### src/rtl/frame_timer_pkg.sv
// Shared definitions for the frame tick timer.
//   state_e       : controller state (IDLE, RUN)
//   MODE_*        : meaning of the mode input, sampled at start
//   DEF_FPS       : default period in frames (one second at 60 Hz refresh)
package frame_timer_pkg;

  typedef enum logic {
    IDLE = 1'b0,
    RUN  = 1'b1
  } state_e;

  localparam logic MODE_PERIODIC = 1'b0;
  localparam logic MODE_ONESHOT  = 1'b1;

  localparam int DEF_FPS = 60;

endpackage

### src/rtl/frame_tick_timer_if.sv
// Control/status bundle of the frame tick timer.
//   tick, start, stop, mode, load, period_in : controls (master -> slave)
//   rdy, pre_rdy, count, running, secs       : status  (slave -> master)
//
// Signalling: there is no valid/ready pairing here. Every control input is a
// single-cycle strobe qualified only by being high on a rising clk edge, and
// is never back-pressured; every status output is a registered value or a
// one-cycle pulse that the consumer must sample on the cycle it is high.
interface frame_tick_timer_if #(
  parameter int CW = 8,
  parameter int SW = 8
);
  logic          tick;
  logic          start;
  logic          stop;
  logic          mode;
  logic          load;
  logic [CW-1:0] period_in;
  logic          rdy;
  logic          pre_rdy;
  logic [CW-1:0] count;
  logic          running;
  logic [SW-1:0] secs;

  modport master (
    output tick, start, stop, mode, load, period_in,
    input  rdy, pre_rdy, count, running, secs
  );

  modport slave (
    input  tick, start, stop, mode, load, period_in,
    output rdy, pre_rdy, count, running, secs
  );
endinterface

### src/rtl/frame_tick_timer_mod_counter.sv
// Modulo counter with runtime modulus.
//   clk, rst : clock, synchronous active-low reset
//   en       : advance by one
//   clr      : force count to zero (wins over en)
//   modulus  : wrap point; count runs 0..modulus-1
//   count    : registered count
//   wrap     : combinational, high when en would take count back to zero
module mod_counter #(
  parameter int W = 8
) (
  input  logic         clk,
  input  logic         rst,
  input  logic         en,
  input  logic         clr,
  input  logic [W-1:0] modulus,
  output logic [W-1:0] count,
  output logic         wrap
);

  logic [W-1:0] count_q;
  logic [W-1:0] count_d;

  always_comb begin
    wrap    = en && (count_q == modulus - 1'b1);
    count_d = count_q;
    if (clr) begin
      count_d = '0;
    end else if (en) begin
      count_d = wrap ? '0 : count_q + 1'b1;
    end
  end

  always_ff @(posedge clk) begin
    if (!rst) begin
      count_q <= '0;
    end else begin
      count_q <= count_d;
    end
  end

  assign count = count_q;

endmodule

### src/rtl/frame_tick_timer.sv
// Frame-based interval timer: counts tick strobes up to a loadable period,
// pulses rdy on wrap and pre_rdy LEAD ticks earlier, periodic or one-shot.
//   clk, rst  : clock, synchronous active-low reset
//   bus       : control/status bundle (slave side)
//   dbg_state : current controller state
module frame_tick_timer
  import frame_timer_pkg::*;
#(
  parameter int          CW         = 8,
  parameter int          SW         = 8,
  parameter int          DEF_PERIOD = DEF_FPS,
  parameter int unsigned LEAD       = 1
) (
  input  logic                clk,
  input  logic                rst,
  frame_tick_timer_if.slave   bus,
  output state_e              dbg_state
);

  localparam logic [CW-1:0] DEF_P = CW'(DEF_PERIOD);

  state_e        state_q, state_d;
  logic          mode_q, mode_d;
  logic [CW-1:0] shadow_q, shadow_d;
  logic [CW-1:0] active_q, active_d;
  logic [SW-1:0] secs_q, secs_d;
  logic          rdy_q, rdy_d;
  logic          pre_rdy_q, pre_rdy_d;

  logic          cnt_en;
  logic          cnt_clr;
  logic          cnt_wrap;
  logic [CW-1:0] count;
  logic [CW-1:0] count_next;
  logic [31:0]   active_ext;
  logic [31:0]   next_ext;
  logic [31:0]   pre_target;
  logic          pre_hit;

  // A tick only counts in RUN, and start/stop in the same cycle swallow it.
  always_comb begin
    cnt_clr = bus.stop | bus.start;
    cnt_en  = (state_q == RUN) & bus.tick & ~bus.stop & ~bus.start;
  end

  mod_counter #(.W(CW)) u_cnt (
    .clk     (clk),
    .rst     (rst),
    .en      (cnt_en),
    .clr     (cnt_clr),
    .modulus (active_q),
    .count   (count),
    .wrap    (cnt_wrap)
  );

  // Early warning: compare the count this tick moves to against
  // (active - LEAD) mod active. LEAD = 0 folds onto 0, i.e. the wrap itself;
  // LEAD >= active disables the pulse entirely.
  always_comb begin
    count_next = cnt_wrap ? '0 : count + 1'b1;
    active_ext = 32'(active_q);
    next_ext   = 32'(count_next);
    pre_target = (LEAD == 0) ? 32'd0 : active_ext - LEAD;
    pre_hit    = cnt_en && (LEAD < active_ext) && (next_ext == pre_target);
  end

  always_comb begin
    state_d   = state_q;
    mode_d    = mode_q;
    active_d  = active_q;
    secs_d    = secs_q;
    rdy_d     = 1'b0;
    pre_rdy_d = pre_hit;
    // A zero period would never wrap, so it is dropped at the shadow.
    shadow_d  = (bus.load && (bus.period_in != '0)) ? bus.period_in : shadow_q;

    if (bus.stop) begin
      state_d = IDLE;
    end else if (bus.start) begin
      state_d  = RUN;
      mode_d   = bus.mode;
      active_d = shadow_d;
      secs_d   = '0;
    end else if (cnt_wrap) begin
      rdy_d    = 1'b1;
      secs_d   = secs_q + 1'b1;
      // shadow_d so that a load in the wrap cycle takes effect immediately.
      active_d = shadow_d;
      if (mode_q == MODE_ONESHOT) begin
        state_d = IDLE;
      end
    end
  end

  always_ff @(posedge clk) begin
    if (!rst) begin
      state_q   <= IDLE;
      mode_q    <= MODE_PERIODIC;
      shadow_q  <= DEF_P;
      active_q  <= DEF_P;
      secs_q    <= '0;
      rdy_q     <= 1'b0;
      pre_rdy_q <= 1'b0;
    end else begin
      state_q   <= state_d;
      mode_q    <= mode_d;
      shadow_q  <= shadow_d;
      active_q  <= active_d;
      secs_q    <= secs_d;
      rdy_q     <= rdy_d;
      pre_rdy_q <= pre_rdy_d;
    end
  end

  assign bus.rdy     = rdy_q;
  assign bus.pre_rdy = pre_rdy_q;
  assign bus.count   = count;
  assign bus.running = (state_q == RUN);
  assign bus.secs    = secs_q;
  assign dbg_state   = state_q;

endmodule
### src/flat_wrapper.sv
// flat-port wrapper written by rule: the top's interface ports become plain ports
module frame_tick_timer_flat import frame_timer_pkg::*;
#(
  parameter int          CW         = 8,
  parameter int          SW         = 8,
  parameter int          DEF_PERIOD = DEF_FPS,
  parameter int unsigned LEAD       = 1
)
  (clk, rst, dbg_state, bus_tick, bus_start, bus_stop, bus_mode, bus_load, bus_period_in, bus_rdy, bus_pre_rdy, bus_count, bus_running, bus_secs);
  frame_tick_timer_if #(.CW(CW), .SW(SW)) bus_i ();
  input  logic clk;
  input  logic rst;
  output state_e dbg_state;
  input wire logic [$bits(bus_i.tick)-1:0] bus_tick;
  input wire logic [$bits(bus_i.start)-1:0] bus_start;
  input wire logic [$bits(bus_i.stop)-1:0] bus_stop;
  input wire logic [$bits(bus_i.mode)-1:0] bus_mode;
  input wire logic [$bits(bus_i.load)-1:0] bus_load;
  input wire logic [$bits(bus_i.period_in)-1:0] bus_period_in;
  output wire logic [$bits(bus_i.rdy)-1:0] bus_rdy;
  output wire logic [$bits(bus_i.pre_rdy)-1:0] bus_pre_rdy;
  output wire logic [$bits(bus_i.count)-1:0] bus_count;
  output wire logic [$bits(bus_i.running)-1:0] bus_running;
  output wire logic [$bits(bus_i.secs)-1:0] bus_secs;
  assign bus_i.tick = bus_tick;
  assign bus_i.start = bus_start;
  assign bus_i.stop = bus_stop;
  assign bus_i.mode = bus_mode;
  assign bus_i.load = bus_load;
  assign bus_i.period_in = bus_period_in;
  assign bus_rdy = bus_i.rdy;
  assign bus_pre_rdy = bus_i.pre_rdy;
  assign bus_count = bus_i.count;
  assign bus_running = bus_i.running;
  assign bus_secs = bus_i.secs;
  frame_tick_timer #(.CW(CW), .SW(SW), .DEF_PERIOD(DEF_PERIOD), .LEAD(LEAD)) u_core (.clk(clk), .rst(rst), .bus(bus_i), .dbg_state(dbg_state));
endmodule
### config.mk
export PLATFORM = sky130hd
export DESIGN_NAME = frame_tick_timer_flat
export DESIGN_NICKNAME = d
export VERILOG_FILES = /design/src/rtl/frame_timer_pkg.sv /design/src/rtl/frame_tick_timer_if.sv /design/src/rtl/frame_tick_timer_mod_counter.sv /design/src/rtl/frame_tick_timer.sv /design/src/flat_wrapper.sv
export SDC_FILE = /design/constraint.sdc
export NUM_CORES = 1
export LEC_CHECK = 0
export CAP_MARGIN = 20
export CORE_MARGIN = 2
export CORE_UTILIZATION = 53
export CTS_CLUSTER_SIZE = 8
export DETAILED_ROUTE_END_ITERATION = 12
export PLACE_DENSITY_LB_ADDON = 0.1
export SLEW_MARGIN = 20
export SYNTH_ARGS = -nofsm -noshare
export SYNTH_HDL_FRONTEND = slang
export SYNTH_SLANG_ARGS = --single-unit
### constraint.sdc
create_clock -name clk -period 2.6 [get_ports clk]
set_input_delay 0.39 -clock clk [delete_from_list [all_inputs] [get_ports clk]]
set_output_delay 0.39 -clock clk [all_outputs]
set_load 0.03 [all_outputs]
==> results.txt <==
----------------------------------------------------
[Run status]
  Run status ... finished clean

[Synthesis]
  Netlist Area Pre-Place ... 0.00207 sq mm
  Avg Cell Area, Syn ... 8.20 sq um
  Cell type with the largest total area after synthesis ... sky130_fd_sc_hd__dfxtp_1
  Most frequent cell after synthesis ... sky130_fd_sc_hd__dfxtp_1
  Number of synthesized flops with an enable pin ... 0
  Post-synth top area share ... 34.9%
  Sequential fraction of the synthesis area ... 34.9%
  Post-Synthesis Net Count ... 271
  Count of unique library cells instantiated by Yosys ... 43
  Top cells by count, synth ... sky130_fd_sc_hd__dfxtp_1, sky130_fd_sc_hd__nand2_1, sky130_fd_sc_hd__nor2_1
  Post-synth ARST share ... 0%
  Primary flip-flop cell chosen by synthesis mapping ... sky130_fd_sc_hd__dfxtp_1
  Synthesized instance count ... 252
  Syn. warnings ... 0
  Number of flip-flops and latches in the synthesized netlist ... 36
  Top cells by area, synth ... sky130_fd_sc_hd__dfxtp_1, sky130_fd_sc_hd__xnor2_1, sky130_fd_sc_hd__nand2_1

[Clock tree]
  Clk_lat worst skew ... 290 ps
  Clock edge transition at the registers on the reported setup and hold paths ... 70 ps
  TritonCTS clock tree ... done
  Number of H-tree branching levels ... 2
  Clock buffer depth ... 2
  Root Buffer ... sky130_fd_sc_hd__clkbuf_8
  Total clock buffers created by CTS ... 5
  Count of buffers added by post-CTS timing repair for setup ... 0
  Clock tree sinks ... 36

[Power and ir drop]
  Final total power ... 1.42 mW
  Standby leakage power ... 1.03 nW
  Total power per unit cell area ... 519 mW/mm^2
  IR drop worst, VDD ... 416 uV

[Floorplan]
  Die Span X ... 66.5 um
  Initial standard-cell utilization of the core ... 55.6%
  Die Area ... 0.00442 sq mm
  Area of the core ... 0.00372 sq mm
  Height of the die ... 66.5 um
  Num rows ... 22
  Boundary pin count ... 35

[Detailed routing]
  Post-detailed-route via-to-cell ratio ... 5.51
  Number of antenna-violating nets in the routed design ... 0
  Total Wirelength ... 4740 um
  Routed wirelength normalized by instance count ... 13.6 um
  Total vias in the final route ... 1918
  DRC violation count after routing ... 0
  Number of optimization iterations in the first detailed-route pass ... 4
  Number of DRC markers in iteration 0 ... 122

[Worst setup path]
  Ordered list of cells on the worst path ... or4_4, nor4_4, xnor3_1, and4_2, or3_1, a21oi_2, nor4b_4
  Largest driver fanout on the critical path ... 7
  CP startpoint kind ... flip-flop
  Bufs and invs on worst path ... 0
  Delay-heaviest family, CP ... simple AND/OR/NAND/NOR gates
  Endpoint class of the critical path ... flip-flop
  Data arrival at the endpoint of the critical path ... 2680 ps
  Maximum cell stage delay along the critical path ... 570 ps
  Req. time, crit path ... 2810 ps
  Max stage delay cell, worst path ... sky130_fd_sc_hd__or4_4
  Worst setup path class ... flip-flop to flip-flop

[STA]
  Final number of setup-violating endpoints ... 0
  Transition time at the pin with the least slew margin ... 399 ps
  Summed negative setup slack over all endpoints ... 0 ps
  Period Utilization, post-route ... 95.2%
  Relative slew margins ... 73.0%
  Clock Skew ... 6.55 ps
  Final critical path time including I/O delays and setup ... 2480 ps
  Post-Route Hold Slack ... 460 ps
  Final-report max-slew violation count ... 0
  Final Hold Vio Count ... 0
  Setup repair after global routing missed its margin ... true
  Max Fclk ... 0.404 GHz

[GRT]
  Maximum number of pins on one net before global-route repair ... 14
  Gr ovfl total ... 0
  Number of global-route vias before repair ... 1761
  Global router's overall resource usage ... 23.4%
  Number of antenna violations at the first check in global routing ... 0
  Wire length of the first global-routing pass ... 7940 um

[Job]
  Number of max-capacitance violations reported ... 0

[Placed design]
  Count of port buffers added during placement ... 34
  RD Place Congestion ... 0.801
  Half-perimeter wire length of the detailed placement result ... 3520 um

[Cells and area]
  Area Overhead vs Synth ... 32.6%
  Diode count ... 0
  Post-Route Utilization ... 73.8%
  Fraction of layout instances using a drive strength above 1 ... 13.7%
  Count of nets after finishing ... 318

[Min path]
  Path category of the worst min-delay check ... flip-flop to flip-flop

----------------------------------------------------
==> power by group <==
group / switching [mW] / internal [mW] / total (mW)
clock network: 0.203 / 0.480 / 0.683
registers: 0.0120 / 0.568 / 0.580
logic: 0.0809 / 0.0782 / 0.159
total: 0.296 / 1.13 / 1.42
==> cells by family (layout without fill, tap and decap cells) <==
group                      Yosys count  in the layout  synth area share (%)
and+or+nand+nor                    110            110                  26.8
muxes                                8              8                  3.93
DFF                                 36             36                  34.9
xor gates and xnor gates            32             32                  14.2
adders and majority gates            4              4                  2.42
buffers and inverters               20             68                  4.84
AOI/OAI and AO/OA                   42             42                  13.0
==> final timing paths <==
| check | start | endpoint | slack [ps] | depth (start not counted) |
|---|---|---|---|---|
| min reg2reg | u_core.shadow_q[4] | u_core.shadow_q[4] | 460 | 2 |
| min | u_core.shadow_q[4] | u_core.shadow_q[4] | 460 | 2 |
| max | u_core.active_q[2] | u_core.bus.pre_rdy | 120 | 7 |
| max reg2reg | u_core.active_q[2] | u_core.bus.pre_rdy | 120 | 7 |
==> tightest hold or removal path: cells and delay by family (launching register included) <==
family | cells | cell delay, ps
flip-flops | 1 | 310
AND/OR/NAND/NOR | 2 | 120
==> area by class of cell <==
class	instances	area (sq um)
Multi-Input combinational cell	196	1280
Timing Repair Buffer	54	494
Fill cell	304	975
Sequential cell	36	722
Clock inverter	3	90.1
Inverter	6	22.5
Tap cell	48	60.1
Clock buffer	5	68.8
==> metrics by stage <==
stage,setup WS (ps),instance area (sq um),cells
after floorplan,239,2070,252
after global placement,5.26,2540,340
after detailed placement,-21.6,2540,340
after CTS,60.6,2710,348
after global routing,-21.7,2740,348
final,125,2740,348
==> flip-flops by register name (all words and copies together), names as in the netlist <==
signal	flops
u_core.active_q	8
u_core.bus.secs	8
u_core.shadow_q	8
u_core.u_cnt.count	8
u_core.bus.pre_rdy	1
u_core.bus.rdy	1
u_core.bus.running	1
u_core.mode_q	1
==> placed cells by master, fill, tap and decap left out, types with 3 or more instances in the layout <==
cell and n:
sky130_fd_sc_hd__nand2_1 29, sky130_fd_sc_hd__clkbuf_8 5, sky130_fd_sc_hd__bufinv_16 3, sky130_fd_sc_hd__o21ai_0 5, sky130_fd_sc_hd__o21ai_1 8, sky130_fd_sc_hd__a21oi_1 13, sky130_fd_sc_hd__and3_1 6, sky130_fd_sc_hd__clkdlybuf4s50_1 34
sky130_fd_sc_hd__a32oi_1 3, sky130_fd_sc_hd__ha_1 4, sky130_fd_sc_hd__nor3_1 5, sky130_fd_sc_hd__nor2_1 28, sky130_fd_sc_hd__mux2i_1 7, sky130_fd_sc_hd__inv_1 6, sky130_fd_sc_hd__buf_4 19, sky130_fd_sc_hd__dfxtp_1 35
sky130_fd_sc_hd__xor2_1 11, sky130_fd_sc_hd__nand4_1 3, sky130_fd_sc_hd__xnor2_1 19, sky130_fd_sc_hd__a211oi_1 4, sky130_fd_sc_hd__nand3_1 19
==> what timing repair did <==
action / in CTS / in global routing
gates resized for setup: 1 / 8
hold buffers: 0 / 0
setup endpoints to repair: 1 / 11
pin swaps: 0 / 1
==> layer usage <==
metal / vias to the layer above / wire, um / GRT usage (%)
li1: 978 / - / -
met1: 879 / 2160 / 29.4
met2: 57 / 2300 / 39.5
met3: 4 / 216 / 4.22
met4: 0 / 70 / 9.18
met5: - / 0 / 0
No activity file was read; power rests on OpenSTA's default activity.
==> edit 1 (same settings) <==
`CW` is set to 8 in 3 places; all go to 10.
--- a/src/rtl/frame_tick_timer_if.sv
+++ b/src/rtl/frame_tick_timer_if.sv
@@ -9,3 +9,3 @@
 interface frame_tick_timer_if #(
-  parameter int CW = 8,
+  parameter int CW = 10,
   parameter int SW = 8
--- a/src/rtl/frame_tick_timer.sv
+++ b/src/rtl/frame_tick_timer.sv
@@ -8,3 +8,3 @@
 #(
-  parameter int          CW         = 8,
+  parameter int          CW         = 10,
   parameter int          SW         = 8,
--- a/src/flat_wrapper.sv
+++ b/src/flat_wrapper.sv
@@ -3,3 +3,3 @@
 #(
-  parameter int          CW         = 8,
+  parameter int          CW         = 10,
   parameter int          SW         = 8,
Ports: changed (resized bus_count and bus_period_in); port bits go from 35 to 39. No check against the original RTL was run, so the function may have changed too.
==> edit 1 against the unedited design <==
The run now ends with setup timing left. Area after synthesis rose by 21%. Sequential cell count rose by 6. Synthesized cell count rose by 23%. Via count rose by 38%. Final area rose by 35%. Clock skew rose by 0.00087 ns. Combinational power rose by 37%. Worst setup slack got worse by 0.60 ns. Wire length rose by 53%. Power fell by 8.6%. Critical path type unchanged. Largest cell class unchanged. Highest routed layer unchanged.
==> edit 1: results (changes against the unedited design) <==
** Status
- Result of the run :: finished, violations left (was finished clean)
- Failing checks :: setup timing

** Global routing
- The via count of the first global-routing pass came to 2526 (was 1761).
- The first-pass GRT wire length is 11.26 mm (was 7.941 mm).
- Global Route Usage Sum :: 27.00% (was 23.38%)

** Power and ir drop
- Peak ir drop on the vdd network :: 336.6 uV (was 415.6 uV)
- The internal portion of total power is 0.9650 mW (was 1.126 mW).

** Timing
- Worst-case setup margin in the final layout :: -0.4753 ns (was 0.1248 ns)
- Endpoints failing setup :: 30 (was 0)
- The smallest hold slack was 0.4733 ns (was 0.4599 ns).
- The worst slew margin relative to its limit was 48.00% (was 73.02%).
- Worst setup skew after layout :: 0.007413 ns (was 0.006546 ns)

** Synth
- Largest cells by area after synthesis :: sky130_fd_sc_hd__dfxtp_1, sky130_fd_sc_hd__xnor2_1, sky130_fd_sc_hd__a21oi_1, sky130_fd_sc_hd__nor2_1, sky130_fd_sc_hd__xor2_1 (was sky130_fd_sc_hd__dfxtp_1, sky130_fd_sc_hd__xnor2_1, sky130_fd_sc_hd__nand2_1, sky130_fd_sc_hd__nor2_1, sky130_fd_sc_hd__xor2_1)
- The share of the synthesized area in compound gates (AO/OA/AOI/OAI) is 15.61% (was 12.95%).
- The mux contribution to synthesized area is 5.803% (was 3.935%).
- Synth unique cells :: 53 (was 43)
- Most used standard cells in the synthesized netlist :: sky130_fd_sc_hd__dfxtp_1, sky130_fd_sc_hd__nor2_1, sky130_fd_sc_hd__a21oi_1, sky130_fd_sc_hd__nand2_1, sky130_fd_sc_hd__xnor2_1 (was sky130_fd_sc_hd__dfxtp_1, sky130_fd_sc_hd__nand2_1, sky130_fd_sc_hd__nor2_1, sky130_fd_sc_hd__xnor2_1, sky130_fd_sc_hd__nand3_1)
- Synthesized-area fraction occupied by xor and xnor cells :: 12.86% (was 14.23%)
- Register area share after synthesis :: 33.62% (was 34.87%)
- The net count of the mapped netlist was 330 (was 271).

** Critical path
- The number of cells traversed by the worst register-to-register path was 12 (was 7).
- The critical register-to-register path endpoint is u_core.bus.secs[5] (was u_core.bus.pre_rdy).
- Arrival time reported for the critical path endpoint :: 3.30 ns (was 2.68 ns)
- The maximum fanout count along the critical path was 4 (was 7).
- The beginning of the critical path was u_core.active_q[0] (was u_core.active_q[2]).

** Min path
- Worst hold path endpoint :: u_core.shadow_q[2] (was u_core.shadow_q[4])
- Launch point of the worst hold path :: u_core.shadow_q[2] (was u_core.shadow_q[4])

** Routing
- Via count of the routed design :: 2639 (was 1918)
- The violation count after the first detailed-routing iteration came to 322 (was 122).

** Place
- Placer congestion estimate :: 0.8561 (was 0.8010)
- Post-placement cell count :: 424 (was 340)
- Half-perimeter wire length after placement :: 4.781 mm (was 3.524 mm)
==> edit 1: per-layer routing <==
metal  share of wire (%)  global-route usage (%)
met2                  50                   48.48
met3                 5.3                   3.591
met5                   0                       0
met1                  41                   31.76
met4                 4.0                   12.14
==> edit 1: cell type report <==
class / count / area (sq um)
clock buffer: 8 / 80.08
fill: 268 / 754.5
inverter: 10 / 40.04
multi-input combinational: 238 / 1779
sequential: 42 / 852.1
tap: 52 / 65.06
timing repair buffer: 97 / 873.3
==> edit 1: power groups by stage <==
stage / Sequential [mW] / Combinational (mW) / Clock (mW)
after global routing: 0.674 / 0.235 / 0.447
after global placement: 0.685 / 0.186 / 0
after CTS: 0.671 / 0.203 / 0.416
final: 0.671 / 0.218 / 0.411
after detailed placement: 0.685 / 0.191 / 0
after floorplan: 0.689 / 0.104 / 0
==> edit 1: worst max-delay path: cells and delay by family, from the launching register on <==
family,cells,cell delay [ns]
AOI/OAI and AO/OA,2,0.32
and+or+nand+nor,5,1.63
buffers and inverters,3,0.34
DFF,1,0.37
xor gates and xnor gates,1,0.21
adders and majority gates,1,0.13
==> edit 1: how the worst max path moves through the flow <==
stage,end,slack (ns)
global route,u_core.bus.secs[5],-0.56
global placement,u_core.bus.pre_rdy,-0.50
CTS,u_core.bus.pre_rdy,-0.32
detailed placement,u_core.bus.pre_rdy,-0.63
floorplan,u_core.bus.secs[5],-0.19
finish,u_core.bus.secs[5],-0.48
==> edit 1: kinds of logic after synthesis <==
group | after synthesis
mux | 14
simple gates | 121
flops | 42
compound gates | 64
fa+ha+maj | 4
buf+inv | 29
xor+xnor | 35
==> edit 1: timing repair <==
item                                    CTS  global route
cloned                                    0             1
gates resized for setup                  27            31
endpoints found under the setup margin   30            31
buffers inserted                          8             8
pin swaps                                14            22
==> edit 1: metrics by stage <==
step	worst slack [ns]	TNS [ns]	util, %	cell area (sq um)
after global routing	-0.5607	-12.57	83.02	3690
after CTS	-0.3228	-4.518	78.49	3488
after global placement	-0.5040	-10.60	73.09	3248
final	-0.4753	-10.28	83.02	3690
after floorplan	-0.1901	-1.566	-	2569
after detailed placement	-0.6285	-14.19	73.09	3248
==> edit 2 (same flow settings) <==
Without the edit above. Make the reset (`rst`) asynchronous in 2 clocked blocks. Comments in the files are not updated.
--- a/src/rtl/frame_tick_timer_mod_counter.sv
+++ b/src/rtl/frame_tick_timer_mod_counter.sv
@@ -32,3 +32,3 @@
 
-  always_ff @(posedge clk) begin
+  always_ff @(posedge clk or negedge rst) begin
     if (!rst) begin
--- a/src/rtl/frame_tick_timer.sv
+++ b/src/rtl/frame_tick_timer.sv
@@ -94,3 +94,3 @@
 
-  always_ff @(posedge clk) begin
+  always_ff @(posedge clk or negedge rst) begin
     if (!rst) begin
Behaviour: differs if rst is asserted again (counterexample within 4 cycles, from zero or initial values and one cycle with rst low); with rst held inactive, the same outputs for 10 cycles.
==> edit 2 against the unedited design <==
Fmax is 2.6% lower. Sequential share of layout area is 4.7 points higher. Synthesized cell count is 9.9% lower. Wire length is 9.5% higher. Sequential cell count stayed put. Via count is 0.42% lower. Worst setup slack worse by 0.066 ns. Global-route usage is 0.20 points higher. Critical path depth stayed put. Area after synthesis is 4.5% higher. Clock skew is 0.0019 ns higher. Final area is 7.2% higher. Critical endpoint is now u_core.bus.secs[6]. Highest routed layer unchanged.
Power is not compared: it rests on default switching activity, and its combinational part moved more than twofold at a synthesized area within 25%.
==> edit 2: results (changes against the unedited design) <==
** Place
- Pre-CTS setup slack :: -0.1541 ns (was -0.02157 ns)
- Half-perimeter wire length after placement :: 3.651 mm (was 3.524 mm)
- The placed cell count is 331 (was 340).

** Synth
- Synth Net Count :: 246 (was 271)
- The synthesized area divided by synthesized cell count came to 9.514 sq um (was 8.202 sq um).
- The proportion of synthesized flip-flops having asynchronous set or reset came to 100.0% (was 0%).
- Most used standard cells in the synthesized netlist: sky130_fd_sc_hd__nand2_1, sky130_fd_sc_hd__dfrtp_1, sky130_fd_sc_hd__xnor2_1, sky130_fd_sc_hd__o21ai_0, sky130_fd_sc_hd__a21oi_1 (was sky130_fd_sc_hd__dfxtp_1, sky130_fd_sc_hd__nand2_1, sky130_fd_sc_hd__nor2_1, sky130_fd_sc_hd__xnor2_1, sky130_fd_sc_hd__nand3_1).
- Largest cells by area after synthesis: sky130_fd_sc_hd__dfrtp_1, sky130_fd_sc_hd__dfstp_2, sky130_fd_sc_hd__nand2_1, sky130_fd_sc_hd__xnor2_1, sky130_fd_sc_hd__mux2_1 (was sky130_fd_sc_hd__dfxtp_1, sky130_fd_sc_hd__xnor2_1, sky130_fd_sc_hd__nand2_1, sky130_fd_sc_hd__nor2_1, sky130_fd_sc_hd__xor2_1).
- The sequential fraction of the synthesis area is 42.18% (was 34.87%).

** Min path
- The worst hold path startpoint was u_core.shadow_q[2] (was u_core.shadow_q[4]).
- Worst hold path endpoint :: u_core.shadow_q[2] (was u_core.shadow_q[4])

** Timing
- Worst setup skew after layout :: 0.008465 ns (was 0.006546 ns)
- The setup slack of the critical path after layout is 0.05841 ns (was 0.1248 ns).
- The worst slew margin relative to its limit was 68.46% (was 73.02%).

** Critical path
- The critical register-to-register path endpoint is u_core.bus.secs[6] (was u_core.bus.pre_rdy).
- Arrival time reported for the critical path endpoint :: 2.76 ns (was 2.68 ns)
- The beginning of the critical path is u_core.active_q[0] (was u_core.active_q[2]).
- The maximum fanout count along the critical path came to 4 (was 7).

** Routing
- Via count of the routed design :: 1910 (was 1918)
- First-iteration detailed-routing DRC count :: 143 (was 122)
- The total wirelength of the detailed-routed design was 5.196 mm (was 4.744 mm).

** Global routing
- The via count of the first global-routing pass was 1715 (was 1761).
- Global-route wire length before repair :: 8.010 mm (was 7.941 mm)
- Global Route Usage Sum :: 23.58% (was 23.38%)

** Status
- Result of the run :: finished clean (unchanged)

** Layout
- The count of fill cells added during filler insertion came to 299 (was 304).
- Proportion of layout cells with a drive suffix above 1 :: 22.87% (was 13.67%)
- The number of non-filler instances in the completed layout came to 343 (was 348).
edit 2: cells by family after synthesis:
| kind of cell | Yosys count | synth area share, % |
|---|---|---|
| compound gates | 49 | 15.53 |
| xor+xnor | 21 | 9.791 |
| fa+ha+maj | 4 | 2.318 |
| buf+inv | 17 | 3.940 |
| flops | 36 | 42.18 |
| mux | 10 | 5.099 |
| simple gates | 90 | 21.15 |
edit 2: worst register-to-register path: stages (launching register included):
cell,delay [ns]
sky130_fd_sc_hd__dfrtp_1,0.40
sky130_fd_sc_hd__or4_4,0.53
sky130_fd_sc_hd__or3_4,0.34
sky130_fd_sc_hd__a211oi_2,0.18
sky130_fd_sc_hd__buf_4,0.18
sky130_fd_sc_hd__nand4_1,0.17
sky130_fd_sc_hd__or4b_4,0.56
sky130_fd_sc_hd__a21oi_2,0.12
edit 2: layer usage:
layer | vias to the layer above | track usage, % | wire [um] | share of wire [%]
li1 | 942 | - | - | -
met1 | 903 | 31.40 | 2442 | 47
met2 | 53 | 38.24 | 2461 | 47
met3 | 12 | 5.099 | 214 | 4.1
met4 | 0 | 8.000 | 77 | 1.5
met5 | - | 0 | 0 | 0
edit 2: layout make-up:
cell class	count	share of cell area [%]
multi-input cells	174	42.21
flip-flops and latches	36	31.01
repair buffers	65	19.63
clock buffers	6	2.470
well taps	50	2.129
inverters	10	1.363
clock inverters	2	1.193
edit 2: timing repair:
item	in CTS	in global routing
pin swaps	1	15
cloned	0	0
setup buffers	2	2
hold buffers	0	0
gates resized for setup	1	19
setup endpoints to repair	6	17
